===== src/rtl/otp_cipher_engine_pkg.sv =====
// otp_cipher_pkg: mode encoding, LFSR tap selection and index-width helper
// shared by the otp_cipher_engine files.
package otp_cipher_pkg;

    typedef enum logic {
        MODE_ENC = 1'b0,
        MODE_DEC = 1'b1
    } mode_e;

    // Galois tap mask for a right-shifting LFSR of the given width.
    function automatic logic [31:0] lfsr_taps(input int unsigned width);
        case (width)
            8:       return 32'h0000_00B8;
            16:      return 32'h0000_B400;
            default: return 32'h8020_0003;
        endcase
    endfunction

    // Pad-index width for a store of the given depth.
    function automatic int unsigned idx_width(input int unsigned depth);
        return (depth < 2) ? 1 : $clog2(depth);
    endfunction

endpackage


===== src/rtl/otp_cipher_engine_if.sv =====
// otp_cipher_engine_if: request/result handshake bundle of the OTP cipher engine.
interface otp_cipher_engine_if #(
    parameter int unsigned DATA_W = 8,
    parameter int unsigned IDX_W  = 3
);
    logic              in_valid;
    logic              in_ready;
    logic              mode;
    logic [DATA_W-1:0] in_data;
    logic [IDX_W-1:0]  in_idx;
    logic              out_valid;
    logic              out_ready;
    logic [DATA_W-1:0] out_data;
    logic [IDX_W-1:0]  out_idx;
    logic              out_err;

    modport master (
        output in_valid, mode, in_data, in_idx, out_ready,
        input  in_ready, out_valid, out_data, out_idx, out_err
    );

    modport slave (
        input  in_valid, mode, in_data, in_idx, out_ready,
        output in_ready, out_valid, out_data, out_idx, out_err
    );
endinterface


===== src/rtl/otp_cipher_engine_lfsr.sv =====
// otp_lfsr: free-running right-shift Galois LFSR producing one pad per advance.
// A zero seed is replaced by 1 so the register never locks up.
module otp_lfsr
    import otp_cipher_pkg::*;
#(
    parameter int unsigned WIDTH = 8,
    parameter logic [31:0] SEED  = 32'd1
) (
    input  logic             clk,
    input  logic             rst_n,
    input  logic             adv,
    output logic [WIDTH-1:0] state
);
    localparam logic [WIDTH-1:0] TAPS   = WIDTH'(lfsr_taps(WIDTH));
    localparam logic [WIDTH-1:0] SEED_W = (SEED[WIDTH-1:0] == '0) ? WIDTH'(1) : SEED[WIDTH-1:0];

    logic [WIDTH-1:0] state_q, state_d;

    // Next state: shift right, fold the taps in when a one falls out.
    always_comb begin
        state_d = state_q >> 1;
        if (state_q[0]) begin
            state_d = state_d ^ TAPS;
        end
    end

    // State register, advances only when enabled.
    always_ff @(posedge clk or negedge rst_n) begin
        if (!rst_n) begin
            state_q <= SEED_W;
        end else if (adv) begin
            state_q <= state_d;
        end
    end

    assign state = state_q;
endmodule


===== src/rtl/otp_cipher_engine.sv =====
// otp_cipher_engine: one-time-pad encrypt/decrypt with an indexed pad store,
// valid/ready handshake and a single registered result.
// Optional build macro OTP_BURN_AFTER_READ_EN: each pad decrypts once and
// encrypt refuses to overwrite a still-valid entry.
module otp_cipher_engine
    import otp_cipher_pkg::*;
#(
    parameter int unsigned DATA_W    = 8,
    parameter int unsigned DEPTH     = 8,
    parameter logic [31:0] LFSR_SEED = 32'd1
) (
    input  logic                      clk,
    input  logic                      rst_n,
    input  logic                      en,
    otp_cipher_engine_if.slave        bus,
    output logic [idx_width(DEPTH):0] used_count
);
    localparam int unsigned    IDX_W   = idx_width(DEPTH);
    localparam logic [IDX_W:0] DEPTH_C = (IDX_W + 1)'(DEPTH);
    localparam logic [IDX_W:0] CNT_ONE = (IDX_W + 1)'(1);
    localparam logic [IDX_W-1:0] PTR_ONE = IDX_W'(1);

    logic [DATA_W-1:0] pad;
    logic [DATA_W-1:0] store_q [DEPTH];
    logic [DEPTH-1:0]  valid_q, valid_d;
    logic [IDX_W-1:0]  wr_ptr_q, wr_ptr_d;
    logic [IDX_W:0]    used_q, used_d;
    logic              out_valid_q, out_valid_d;
    logic [DATA_W-1:0] out_data_q, out_data_d;
    logic [IDX_W-1:0]  out_idx_q, out_idx_d;
    logic              out_err_q, out_err_d;

    logic              accept;
    logic              wr_en;
    logic              clr_hit;
    logic [DATA_W-1:0] res_data;
    logic [IDX_W-1:0]  res_idx;
    logic              res_err;

    otp_lfsr #(
        .WIDTH (DATA_W),
        .SEED  (LFSR_SEED)
    ) u_lfsr (
        .clk   (clk),
        .rst_n (rst_n),
        .adv   (en),
        .state (pad)
    );

    assign bus.in_ready = en & (~out_valid_q | bus.out_ready);
    assign accept       = bus.in_valid & bus.in_ready;

    // Request decode: result word plus which store update it implies.
    always_comb begin
        res_data = '0;
        res_idx  = wr_ptr_q;
        res_err  = 1'b0;
        wr_en    = 1'b0;
        clr_hit  = 1'b0;
        if (mode_e'(bus.mode) == MODE_ENC) begin
`ifdef OTP_BURN_AFTER_READ_EN
            if (valid_q[wr_ptr_q]) begin
                res_err = 1'b1;
            end else begin
                res_data = bus.in_data ^ pad;
                wr_en    = 1'b1;
            end
`else
            res_data = bus.in_data ^ pad;
            wr_en    = 1'b1;
`endif
        end else begin
            res_idx = bus.in_idx;
            if (valid_q[bus.in_idx]) begin
                res_data = bus.in_data ^ store_q[bus.in_idx];
`ifdef OTP_BURN_AFTER_READ_EN
                clr_hit  = 1'b1;
`endif
            end else begin
                res_err = 1'b1;
            end
        end
    end

    // Next state for valid bits, write pointer, occupancy and result register.
    always_comb begin
        valid_d     = valid_q;
        wr_ptr_d    = wr_ptr_q;
        used_d      = used_q;
        out_valid_d = out_valid_q;
        out_data_d  = out_data_q;
        out_idx_d   = out_idx_q;
        out_err_d   = out_err_q;
        if (accept) begin
            out_valid_d = 1'b1;
            out_data_d  = res_data;
            out_idx_d   = res_idx;
            out_err_d   = res_err;
            if (wr_en) begin
                valid_d[wr_ptr_q] = 1'b1;
                wr_ptr_d          = wr_ptr_q + PTR_ONE;
                if (!valid_q[wr_ptr_q] && used_q != DEPTH_C) begin
                    used_d = used_q + CNT_ONE;
                end
            end
            if (clr_hit) begin
                valid_d[bus.in_idx] = 1'b0;
                if (used_q != '0) begin
                    used_d = used_q - CNT_ONE;
                end
            end
        end else if (bus.out_ready) begin
            out_valid_d = 1'b0;
        end
    end

    // Control and result registers.
    always_ff @(posedge clk or negedge rst_n) begin
        if (!rst_n) begin
            valid_q     <= '0;
            wr_ptr_q    <= '0;
            used_q      <= '0;
            out_valid_q <= 1'b0;
            out_data_q  <= '0;
            out_idx_q   <= '0;
            out_err_q   <= 1'b0;
        end else begin
            valid_q     <= valid_d;
            wr_ptr_q    <= wr_ptr_d;
            used_q      <= used_d;
            out_valid_q <= out_valid_d;
            out_data_q  <= out_data_d;
            out_idx_q   <= out_idx_d;
            out_err_q   <= out_err_d;
        end
    end

    // Pad store data; validity lives in valid_q so the array needs no reset.
    always_ff @(posedge clk) begin
        if (accept && wr_en) begin
            store_q[wr_ptr_q] <= pad;
        end
    end

    assign bus.out_valid = out_valid_q;
    assign bus.out_data  = out_data_q;
    assign bus.out_idx   = out_idx_q;
    assign bus.out_err   = out_err_q;
    assign used_count    = used_q;
endmodule


===== src/flat_wrapper.sv =====
// flat-port wrapper written by rule: the top's interface ports become plain ports
module otp_cipher_engine_flat import otp_cipher_pkg::*;
#(
    parameter int unsigned DATA_W    = 8,
    parameter int unsigned DEPTH     = 8,
    parameter logic [31:0] LFSR_SEED = 32'd1
)
  (clk, rst_n, en, used_count, bus_in_valid, bus_mode, bus_in_data, bus_in_idx, bus_out_ready, bus_in_ready, bus_out_valid, bus_out_data, bus_out_idx, bus_out_err);
  otp_cipher_engine_if #(.DATA_W(DATA_W), .IDX_W((3))) bus_i ();
  input  logic clk;
  input  logic rst_n;
  input  logic en;
  output logic [idx_width(DEPTH):0] used_count;
  input wire logic [$bits(bus_i.in_valid)-1:0] bus_in_valid;
  input wire logic [$bits(bus_i.mode)-1:0] bus_mode;
  input wire logic [$bits(bus_i.in_data)-1:0] bus_in_data;
  input wire logic [$bits(bus_i.in_idx)-1:0] bus_in_idx;
  input wire logic [$bits(bus_i.out_ready)-1:0] bus_out_ready;
  output wire logic [$bits(bus_i.in_ready)-1:0] bus_in_ready;
  output wire logic [$bits(bus_i.out_valid)-1:0] bus_out_valid;
  output wire logic [$bits(bus_i.out_data)-1:0] bus_out_data;
  output wire logic [$bits(bus_i.out_idx)-1:0] bus_out_idx;
  output wire logic [$bits(bus_i.out_err)-1:0] bus_out_err;
  assign bus_i.in_valid = bus_in_valid;
  assign bus_i.mode = bus_mode;
  assign bus_i.in_data = bus_in_data;
  assign bus_i.in_idx = bus_in_idx;
  assign bus_i.out_ready = bus_out_ready;
  assign bus_in_ready = bus_i.in_ready;
  assign bus_out_valid = bus_i.out_valid;
  assign bus_out_data = bus_i.out_data;
  assign bus_out_idx = bus_i.out_idx;
  assign bus_out_err = bus_i.out_err;
  otp_cipher_engine #(.DATA_W(DATA_W), .DEPTH(DEPTH), .LFSR_SEED(LFSR_SEED)) u_core (.clk(clk), .rst_n(rst_n), .en(en), .bus(bus_i), .used_count(used_count));
endmodule

===== config.mk =====
export PLATFORM = sky130hd
export DESIGN_NAME = otp_cipher_engine_flat
export DESIGN_NICKNAME = d
export VERILOG_FILES = /design/src/rtl/otp_cipher_engine_pkg.sv /design/src/rtl/otp_cipher_engine_if.sv /design/src/rtl/otp_cipher_engine_lfsr.sv /design/src/rtl/otp_cipher_engine.sv /design/src/flat_wrapper.sv
export SDC_FILE = /design/constraint.sdc
export NUM_CORES = 1
export LEC_CHECK = 0
export ABC_AREA = 1
export CAP_MARGIN = 5
export CORE_ASPECT_RATIO = 0.7
export CORE_MARGIN = 2
export CORE_UTILIZATION = 60
export CTS_BUF_LIST = sky130_fd_sc_hd__clkbuf_8
export DETAILED_ROUTE_END_ITERATION = 7
export PLACE_DENSITY = 0.85
export SKIP_LAST_GASP = 1
export SYNTH_ARGS = -nofsm -noshare
export SYNTH_HDL_FRONTEND = slang
export SYNTH_HIERARCHICAL = 1
export SYNTH_SLANG_ARGS = --single-unit

===== constraint.sdc =====
create_clock -name clk -period 5.84 [get_ports clk]
set_input_delay 1.168 -clock clk [delete_from_list [all_inputs] [get_ports clk]]
set_output_delay 1.168 -clock clk [all_outputs]
set_load 0.005 [all_outputs]

==> metrics.md <==
| Metric | Value |
|---|---|
| Run status | `completed` |
| Vias post-DR | `around 3,300` |
| Worst-case clock buffer depth | `2` |
| Gate count of the mapped netlist | `around 450` |
| CP Capture Type | `output port` |
| Maximum number of pins on one net before global-route repair | `38` |
| Yosys warns | `6` |
| Max-slew violation count | `0` |
| Portion of synthesized cell area occupied by the leading cell type | `approximately 42%` |
| Die area | `roughly 0.0083 mm2` |
| Clock slew at reported path FFs | `approximately 90 ps` |
| Nets@finish | `between 400 and 500` |
| Critical path type | `in -> out` |
| Fin crit period | `~3900 ps` |
| Total power draw | `~1.8 mW` |
| Placed cells | `roughly 560` |
| Number of buffers created by CTS | `9` |
| Chip height | `between 70 and 80 um` |
| Power per unit of standard cell area | `~350 mW/mm2` |
| Number of distinct library cells after synthesis | `32` |
| Worst Clk Skew | `between 10 and 15 ps` |
| Iteration-0 DRC count of the detailed router | `approximately 400` |
| Setup slack of the critical path after layout | `1950 ps` |
| Area of combinational cells with multiple inputs | `~0.0014 mm2` |
| Fraction of final layout cells sized beyond drive strength 1 | `under 10%` |
| Mean cell area of the mapped netlist | `a little over 10 um2` |
| Total net switching power | `542.9 uW` |
| Die outline width | `108.3 um` |
| Asr flop ratio synth | `approximately 36%` |
| Min Hold Slack | `just under 500 ps` |
| Largest area contributor in the netlist | `sky130_fd_sc_hd__edfxtp_1` |
| Layout overhead on the synthesized area | `11.42%` |
| Power Internal | `between 1 and 1.5 mW` |
| Sequential Area | `roughly 0.0028 mm2` |
| Antenna violations before repair | `0` |
| Maximum ir drop on the vdd rail | `232.5 uV` |
| Clock share of power | `approximately a quarter` |
| Via count of the first global-routing pass | `between 3,000 and 4,000` |
| Total placed instance area | `~0.005 mm2` |
| Post-Place Worst Slack | `between 1500 and 2000 ps` |
| Number of hold violations in the final report | `0` |
| Post-synthesis sequential area ratio | `~62%` |
| Type of the worst min-delay path | `reg -> reg` |
| CP required | `around 4700 ps` |
| Number of gates resized after CTS | `0` |
| Clock latency on the worst-skew pair | `about 360 ps` |
| Via density per instance | `around 5.8` |
| Number of I/O port buffers | `34` |
| Average wire per standard cell | `approximately 18 um` |
| Fraction of power spent switching nets | `between 30 and 40%` |
| Syn_nets | `roughly 470` |
| Aggregate negative setup slack | `0 ps` |
| List of most frequent post-synthesis cells | `sky130_fd_sc_hd__nand2_1 (89), sky130_fd_sc_hd__edfxtp_1 (64), sky130_fd_sc_hd__nor2_1 (52)` |
| ANT cells | `0` |
| Cell area after layout | `0.005092 mm2` |
| Final Util | `roughly 70%` |
| CTS tree | `built` |
| I/O pin count | `35` |
| Routed wire length | `approximately 11,000 um` |
| Number of cells in the finished layout apart from fillers | `578` |
| Combinational cell fraction of total power | `between 10% and 20%` |
| Dominant register cell in the synthesized netlist | `sky130_fd_sc_hd__edfxtp_1` |
| Placed wire-length estimate | `just over 7000 um` |
| Type of element launching the critical path | `input port` |
| Count of flip-flops with a built-in enable after synthesis | `64` |
| Number of nets with antenna violations after routing | `0` |
| Gr ovfl total | `0` |
| TritonCTS sink count | `100` |
| Overall routing resource usage | `a little over a quarter` |
| Quantity of hold-fixing buffers added after cts | `0` |
| Crit path DAT | `around 2700 ps` |
| Crit share post-route | `66.60%` |
| RSZ-0062 raised after global routing | `no` |
| Static power due to leakage | `approximately 2.1 nW` |
| Global-route wire length before repair | `around 16,000 um` |
| Max Fanout on Critical Path | `11` |
| Final setup vio count | `0` |
| Number of fill cells | `550` |
| Sequential group share of total power | `between 50% and 60%` |
| Leading post-synthesis cells by cell area | `sky130_fd_sc_hd__edfxtp_1 (42%), sky130_fd_sc_hd__dfrtp_1 (19%), sky130_fd_sc_hd__nand2_1 (7.3%)` |
| Fmax | `between 200 and 300 MHz` |
| Cell row count | `26` |
| Routability-driven placement congestion ratio | `roughly 0.87` |
| Number of setup buffers added after CTS | `0` |
| Yosys reg bits | `100` |
| Initial core utilization | `62.17%` |
| Maximum Capacitance Violations | `0` |
| Clock Tree Root | `sky130_fd_sc_hd__clkbuf_8` |
| Top-count cell post-synth | `sky130_fd_sc_hd__nand2_1` |
| Number of iterations in the first detailed-routing pass | `6` |
| Depth of the CTS H-tree | `3` |
| Headroom to the max-slew limit | `roughly a third` |
| Core box area | `about 0.0074 mm2` |
| Actual transition at the worst max-transition pin | `between 1000 and 1500 ps` |
| Total DRC errors in the routed layout | `0` |
| Combined area of all synthesized cells | `0.004571 mm2` |
==> layout make-up <==
class,instances,area share (%)
Sequential cell,100,55.45
Multi-Input combinational cell,276,27.15
Timing Repair Buffer,35,6.732
Inverter,53,4.029
Clock buffer,9,2.432
Tap cell,98,2.408
Clock inverter,7,1.794
==> worst max-delay path: stages <==
cell                              delay, ps
sky130_fd_sc_hd__clkdlybuf4s50_1        720
sky130_fd_sc_hd__inv_1                  150
sky130_fd_sc_hd__nor2_4                 160
sky130_fd_sc_hd__clkdlybuf4s50_1        510
==> cell usage in the layout, fill, tap and decap left out, types with 3 or more instances in the layout <==
master and instances:
sky130_fd_sc_hd__a21oi_1 7, sky130_fd_sc_hd__a22oi_1 6, sky130_fd_sc_hd__clkbuf_8 9, sky130_fd_sc_hd__clkdlybuf4s50_1 33
sky130_fd_sc_hd__dfrtp_1 35, sky130_fd_sc_hd__edfxtp_1 64, sky130_fd_sc_hd__ha_1 3, sky130_fd_sc_hd__inv_1 47
sky130_fd_sc_hd__inv_2 5, sky130_fd_sc_hd__inv_4 3, sky130_fd_sc_hd__nand2_1 89, sky130_fd_sc_hd__nand3_1 39
sky130_fd_sc_hd__nor2_1 52, sky130_fd_sc_hd__o211ai_1 13, sky130_fd_sc_hd__o21ai_0 33, sky130_fd_sc_hd__o21ai_1 5
sky130_fd_sc_hd__o21ai_2 4, sky130_fd_sc_hd__xor2_1 10
==> cells by family after synthesis <==
kind of cell             count (synthesis)  share of synthesized area (%)
XOR/XNOR                                12                          2.299
AO/OA/AOI/OAI                           70                          9.198
flip-flops                             100                          61.78
AND/OR/NAND/NOR                        191                          17.93
adder cells (fa/ha/maj)                  3                         0.8213
buffers and inverters                   73                          7.966
==> sequential cells by signal, summed over array words and instances, names as in the netlist <==
name / cells
u_core/used_count: 4
u_core/bus.out_idx: 3
u_core/store_q: 64
u_core/bus.out_err: 1
u_core/bus.out_valid: 1
u_core/wr_ptr_q: 3
u_core/u_lfsr/state: 8
u_core/valid_q: 8
u_core/bus.out_data: 8
==> power groups by stage <==
stage	logic, mW	registers [mW]	clock network, mW
global placement	0.328	0.990	0
CTS	0.341	0.979	0.477
global route	0.377	0.995	0.511
finish	0.344	0.983	0.473
detailed placement	0.336	0.995	0
floorplan	0.232	0.932	0
==> layer usage <==
metal / vias to the layer above / GRT usage, % / part of all wire (%)
met2: 197 / 40.82 / 46
met3: 18 / 7.908 / 12
met1: 1577 / 38.93 / 40
met4: 0 / 6.923 / 1.5
met5: - / 0 / 0
li1: 1540 / - / -
==> final timing paths <==
check / start / end / slack (ps) / depth (start not counted)
min reg2reg: u_core/valid_q[4]$_DFFE_PN0N_ / u_core/valid_q[4]$_DFFE_PN0N_ / 490 / 2
max reg2reg: u_core/bus.out_valid$_DFFE_PN0P_ / u_core/store_q[6][7]$_DFFE_PP_ / 3440 / 8
max in group asynchronous: rst_n / u_core/bus.out_valid$_DFFE_PN0P_ / 4460 / 1
min: u_core/valid_q[4]$_DFFE_PN0N_ / u_core/valid_q[4]$_DFFE_PN0N_ / 490 / 2
min in group asynchronous: rst_n / u_core/used_count[1]$_DFFE_PN0P_ / 880 / 1
max: en / bus_in_ready / 1950 / 4
Note: power is estimated with default switching activity, not from simulation.
